## src/rtl/approx_err_monitor.sv

```systemverilog
// approx_err_monitor: two-stage error statistics (count, sum, max of |approx - exact|) for an approximate adder.
// Define APPROX_ERR_BIAS_EN to add the saturating signed-error accumulator sum_signed_err.
module approx_err_monitor #(
  parameter int WIDTH = 16,
  parameter int CNT_W = 32
) (
  input  logic                      clk,
  input  logic                      rst,
  input  logic                      start,
  input  logic [CNT_W-1:0]          num_samples,
  input  logic                      in_valid,
  output logic                      in_ready,
  input  logic [WIDTH-1:0]          in_a,
  input  logic [WIDTH-1:0]          in_b,
  input  logic [WIDTH:0]            approx_sum,
  output logic                      busy,
  output logic                      done,
  output logic [CNT_W-1:0]          sample_cnt,
  output logic [CNT_W-1:0]          err_cnt,
  output logic [WIDTH+CNT_W:0]      sum_abs_err,
`ifdef APPROX_ERR_BIAS_EN
  output logic signed [WIDTH+CNT_W+1:0] sum_signed_err,
`endif
  output logic [WIDTH:0]            max_abs_err
);
  localparam int SW = WIDTH + 1 + CNT_W;
  typedef enum logic [1:0] {IDLE, RUN, DRAIN, DONE} state_t;
  state_t state, state_nx;
  logic [CNT_W-1:0] n_lat, cnt_inc;
  logic [WIDTH:0] exact, abs_err, abs1;
  logic signed [WIDTH+1:0] err, err_neg;
  logic [SW:0] sum_ext;
  logic v1, accept, start_ok;
  always_comb begin
    exact = {1'b0, in_a} + {1'b0, in_b};
    err = $signed({1'b0, approx_sum}) - $signed({1'b0, exact});
    err_neg = -err;
    abs_err = err[WIDTH+1] ? err_neg[WIDTH:0] : err[WIDTH:0];
    accept = in_valid && state == RUN;
    start_ok = start && (state == IDLE || state == DONE);
    cnt_inc = sample_cnt + CNT_W'(1);
    sum_ext = {1'b0, sum_abs_err} + {{(CNT_W+1){1'b0}}, abs1};
    state_nx = start_ok ? (num_samples == '0 ? DRAIN : RUN)
             : (accept && cnt_inc == n_lat) ? DRAIN
             : (state == DRAIN && !v1) ? DONE : state;
  end
  always_ff @(posedge clk) begin
    if (rst) begin
      state <= IDLE;
      n_lat <= '0;
      v1 <= 1'b0;
      abs1 <= '0;
      sample_cnt <= '0;
      err_cnt <= '0;
      sum_abs_err <= '0;
      max_abs_err <= '0;
    end else begin
      state <= state_nx;
      v1 <= accept;
      abs1 <= abs_err;
      if (start_ok) begin
        n_lat <= num_samples;
        sample_cnt <= '0;
        err_cnt <= '0;
        sum_abs_err <= '0;
        max_abs_err <= '0;
      end else begin
        if (accept) sample_cnt <= cnt_inc;
        if (v1) begin
          sum_abs_err <= sum_ext[SW] ? '1 : sum_ext[SW-1:0];
          if (abs1 != '0 && !(&err_cnt)) err_cnt <= err_cnt + CNT_W'(1);
          if (abs1 > max_abs_err) max_abs_err <= abs1;
        end
      end
    end
  end
`ifdef APPROX_ERR_BIAS_EN
  localparam int SSW = WIDTH + 2 + CNT_W;
  logic signed [WIDTH+1:0] err1;
  logic [SSW:0] ssum_ext;
  always_comb ssum_ext = {sum_signed_err[SSW-1], sum_signed_err} + {{(CNT_W+1){err1[WIDTH+1]}}, err1};
  // a sign disagreement between the guard bit and the top bit means the add overflowed
  always_ff @(posedge clk) begin
    if (rst) begin
      err1 <= '0;
      sum_signed_err <= '0;
    end else begin
      err1 <= err;
      if (start_ok) sum_signed_err <= '0;
      else if (v1) sum_signed_err <= (ssum_ext[SSW] != ssum_ext[SSW-1])
        ? (ssum_ext[SSW] ? {1'b1, {(SSW-1){1'b0}}} : {1'b0, {(SSW-1){1'b1}}})
        : ssum_ext[SSW-1:0];
    end
  end
`endif
  assign in_ready = state == RUN;
  assign busy = state == RUN || state == DRAIN;
  assign done = state == DONE;
endmodule

```

## config.mk

```make
export PLATFORM = sky130hd
export DESIGN_NAME = approx_err_monitor
export DESIGN_NICKNAME = d
export VERILOG_FILES = /design/src/rtl/approx_err_monitor.sv
export SDC_FILE = /design/constraint.sdc
export NUM_CORES = 1
export LEC_CHECK = 0
export ABC_AREA = 0
export CORE_UTILIZATION = 48
export CTS_CLUSTER_SIZE = 20
export DETAILED_ROUTE_END_ITERATION = 10
export GPL_ROUTABILITY_DRIVEN = 0
export PLACE_DENSITY = 0.78
export REMOVE_ABC_BUFFERS = 1
export SYNTH_ARGS = -nofsm -noshare
export SYNTH_HDL_FRONTEND = slang
export SYNTH_SLANG_ARGS = --single-unit
```

## constraint.sdc

```tcl
create_clock -name clk -period 4.5 [get_ports clk]
set_input_delay 0.9 -clock clk [delete_from_list [all_inputs] [get_ports clk]]
set_output_delay 0.9 -clock clk [all_outputs]
set_load 0.05 [all_outputs]
```

==> impl.org <==
** Status
- The flow ran to the end, and the final reports show no timing, DRC or antenna violations.

** Min path
- Worst Hold Class :: flop to flop
- In this run the most critical hold path is launched from n_lat[13].

** STA
- At the pin with the least slew margin, the transition time is 1.178 ns.
- Setup violations remaining at the end of the flow were counted as 0.
- Final clock skew :: 0.01519 ns
- Min Tclk post-route :: 4.353 ns
- Ratio of final minimum period to clock period :: 96.73%
- Based on the critical path, the design can be clocked at up to 0.2297 GHz.
- Worst slew margin relative to its limit :: 21.16%
- The hold violation count in the final report was 0.
- On the final layout, the worst hold slack is 0.4671 ns.
- The final number of max-transition violations is 0.
- In the final timing run, aggregate negative setup slack is 0 ns.

** Power
- Registers are responsible for 35.7% of the overall power.
- Total power draw :: 5.406 mW
- Net Sw Frac :: 37.26%
- The internal power of the cells totals 3.392 mW.
- Of the total power, combinational logic draws 37.6%.
- Power density of the placed cells :: 370.0 nW/µm²
- In this run, the clock network consumes 26.8% of the power.
- The analysis attributes to net switching a power of 2.014 mW.
- In this run the static leakage power is 5.542 nW.
- The worst-case IR drop observed on VDD is 0.6709 mV.

** Clock network
- Number of buffers on the longest clock path :: 2
- Hold buffer count at CTS :: 0
- Root buffer cell :: sky130_fd_sc_hd__clkbuf_16
- For the worst-skew pair, the clock arrives at the later sink with an insertion delay of 0.43 ns.
- TritonCTS built the clock tree.
- Number of buffers added by the clock tree synthesis step :: 17
- After clock tree synthesis, the clock-pin slew on the worst setup and hold paths is 0.08 ns.
- H-Tree Depth :: 4
- For this design, the sink count on the clock tree is 182.

** Worst setup path
- Arrival time at the worst endpoint :: 4.63 ns
- Standard cell with the maximum stage delay on the critical path :: sky130_fd_sc_hd__a2111o_1
- Type of element launching the critical path :: input port
- Critical path buffer and inverter count :: 9
- The cell that appears most often on the critical path is sky130_fd_sc_hd__buf_4.
- The most critical setup path has its startpoint at in_a[1].
- Critical path class :: input port to flop
- For the worst setup path, the data required time is 4.77 ns.
- Cell family contributing the most delay on the critical path :: buffers and inverters
- Cell-by-cell trace of the critical path :: clkdlybuf4s50_1 -> ha_1 -> inv_1 -> ha_1 -> o211a_1 -> or3_1 -> a222oi_1 -> buf_4 -> buf_4 -> buf_4 -> buf_4 -> buf_4 -> buf_4 -> buf_4 -> o211ai_1 -> a2111o_1 -> nand4b_1 -> o211ai_1 -> xnor2_1 -> nor2_1
- Reg2Reg Launch Point :: abs1[1]
- Peak fanout along the critical path :: 3
- Largest incremental delay on the critical path :: 0.44 ns
- Category of the worst setup path capture point :: flop

** Placed design
- The HPWL after detailed placement is 21.62 mm.
- During placement, the flow inserted port buffers numbering 217.
- Once placement completed, the tool counted placed cells totaling 1899.

** Yosys
- Synthesis inferred 182 register bits.
- Most frequently used flop master after synthesis :: sky130_fd_sc_hd__dfxtp_1
- Gate count after technology mapping :: 1401
- Each instance of the synthesized netlist takes up on average 7.972 µm².
- Largest area contributor in the synthesized netlist :: sky130_fd_sc_hd__dfxtp_1
- Count of cell types in the netlist :: 68
- Area contributors post-synth :: sky130_fd_sc_hd__dfxtp_1, sky130_fd_sc_hd__ha_1, sky130_fd_sc_hd__xnor2_1, sky130_fd_sc_hd__a21oi_1, sky130_fd_sc_hd__xor2_1
- Sequential cells were found to cover 32.62% of the synthesized design area.
- Total standard cell area after synthesis :: 11170 µm²
- During synthesis, Yosys emitted a total of 0 warnings.
- Fraction of post-synthesis cell area in the top cell type by area :: 32.62%
- EDFF count, synth :: 0
- Post-synthesis async set-or-reset flop share :: 0%
- Most numerous cell in the Yosys netlist :: sky130_fd_sc_hd__dfxtp_1
- Top cells by instance count after synthesis :: sky130_fd_sc_hd__dfxtp_1, sky130_fd_sc_hd__nor2_1, sky130_fd_sc_hd__nand2_1

** Die
- From left edge to right edge, the die measures 154.5 µm.
- CORE AREA :: 22710 µm²
- Chip height :: 154.5 µm
- Row count :: 55
- Initial cell density of the core :: 49.18%
- 218 I/O pins were placed.
- Floorplan die area :: 23880 µm²

** Global routing
- Pin count of the biggest net entering global routing :: 59
- The initial antenna violation count came to 0.
- Remaining global-route overflow :: 0
- Wire length of the first global-routing pass :: 46.69 mm
- Total Routing Usage GR :: 23.69%
- The via count of the first global-routing pass was 9940.

** Detailed routing
- In the routed design, unresolved DRC markers number 0.
- In this run, the number of DRC markers left after iteration 0 of detailed routing was 578.
- For this block, the routed nets add up to 28.63 mm of wire.
- The routed layout has 10650 vias.
- In the routed layout, each cell is associated on average with a via count of 5.490.
- Remaining antenna violation count :: 0
- First-pass iteration count of the detailed router :: 5
- In the final routed layout, each cell accounts on average for 14.76 µm.

** Layout
- Cells with a size suffix above 1 make up 7.134% of the layout.
- 0 antenna diodes ended up in the layout.
- At the end of the flow the core is filled with cells to 64.33%.
- The finished layout holds 1939 standard cells, fillers aside.
- For this run, the post-layout net count is 1802.
- Layout-stage area growth over the synthesis result :: 30.81%

** Job
- Across the run, the number of max-cap violations was 0.
-- layout by cell type (no fill, tap or decap), types with 55 or more instances in the layout --
cell and instances:
sky130_fd_sc_hd__xor2_1 69, sky130_fd_sc_hd__o21ai_0 57, sky130_fd_sc_hd__xnor2_1 78, sky130_fd_sc_hd__ha_1 55, sky130_fd_sc_hd__buf_4 58, sky130_fd_sc_hd__nand2_1 138, sky130_fd_sc_hd__dfxtp_1 182, sky130_fd_sc_hd__nor2_1 152
sky130_fd_sc_hd__clkdlybuf4s50_1 208, sky130_fd_sc_hd__inv_1 93, sky130_fd_sc_hd__a21oi_1 122
-- power groups by stage --
stage	logic, mW	registers, mW	clock network, mW
3_3_place_gp	1.90	1.96	0
5_1_grt	2.26	1.94	1.53
2_1_floorplan	1.26	1.98	0
4_1_cts	2.01	1.92	1.47
3_5_place_dp	1.96	1.96	0
6_report	2.03	1.93	1.45
-- cell families after synthesis --
| group | share of synthesized area (%) |
|---|---|
| flops | 32.62 |
| xor+xnor | 11.53 |
| fa+ha+maj | 9.747 |
| buf+inv | 5.153 |
| simple gates | 22.40 |
| compound gates | 16.44 |
| mux | 2.117 |
-- path summary, 6_finish.rpt --
| path | end | slack [ns] | cells past startpoint |
|---|---|---|---|
| setup reg to reg | sum_abs_err[47] | 1.18 | 10 |
| hold / removal | n_lat[13] | 0.47 | 2 |
| hold reg to reg | n_lat[13] | 0.47 | 2 |
| setup / recovery | abs1[15] | 0.15 | 20 |
-- per-layer routing --
metal	GRT usage, %	share of wire (%)
met1	30.79	46
met2	39.52	47
met3	4.315	5.3
met4	7.968	1.7
met5	0	0
-- stage by stage --
step           instance area (µm²)  setup slack (ns)
6_report                     14610            0.1473
5_1_grt                      14610          -0.01023
4_1_cts                      14550          0.003391
3_5_place_dp                 13890           -0.5298
3_3_place_gp                 13890           -0.4447
2_1_floorplan                10960            0.1558
-- tightest hold or removal path: stages, from the launching register on --
cell and delay, ns:
sky130_fd_sc_hd__dfxtp_1 0.32, sky130_fd_sc_hd__nand2_1 0.05, sky130_fd_sc_hd__a21oi_1 0.05
-- flip-flops by register name, summed over array words and instances (netlist names) --
name / count
n_lat: 32
max_abs_err: 17
sum_abs_err: 49
state: 2
v1: 1
abs1: 17
sample_cnt: 32
err_cnt: 32
-- timing repair --
item,CTS,global route
endpoints found under the setup margin,1,6
pin swaps,11,14
gates resized for setup,8,18
buffers inserted,6,2
-- layout make-up --
type / instances / area (µm²)
fill: 1936 / 8100
multi-input combinational: 1066 / 7028
sequential: 182 / 3643
timing repair buffer: 276 / 2643
clock buffer: 18 / 439.2
inverter: 98 / 367.9
tap: 285 / 356.6
clock inverter: 14 / 131.4
No activity file was read; power rests on OpenSTA's default activity.
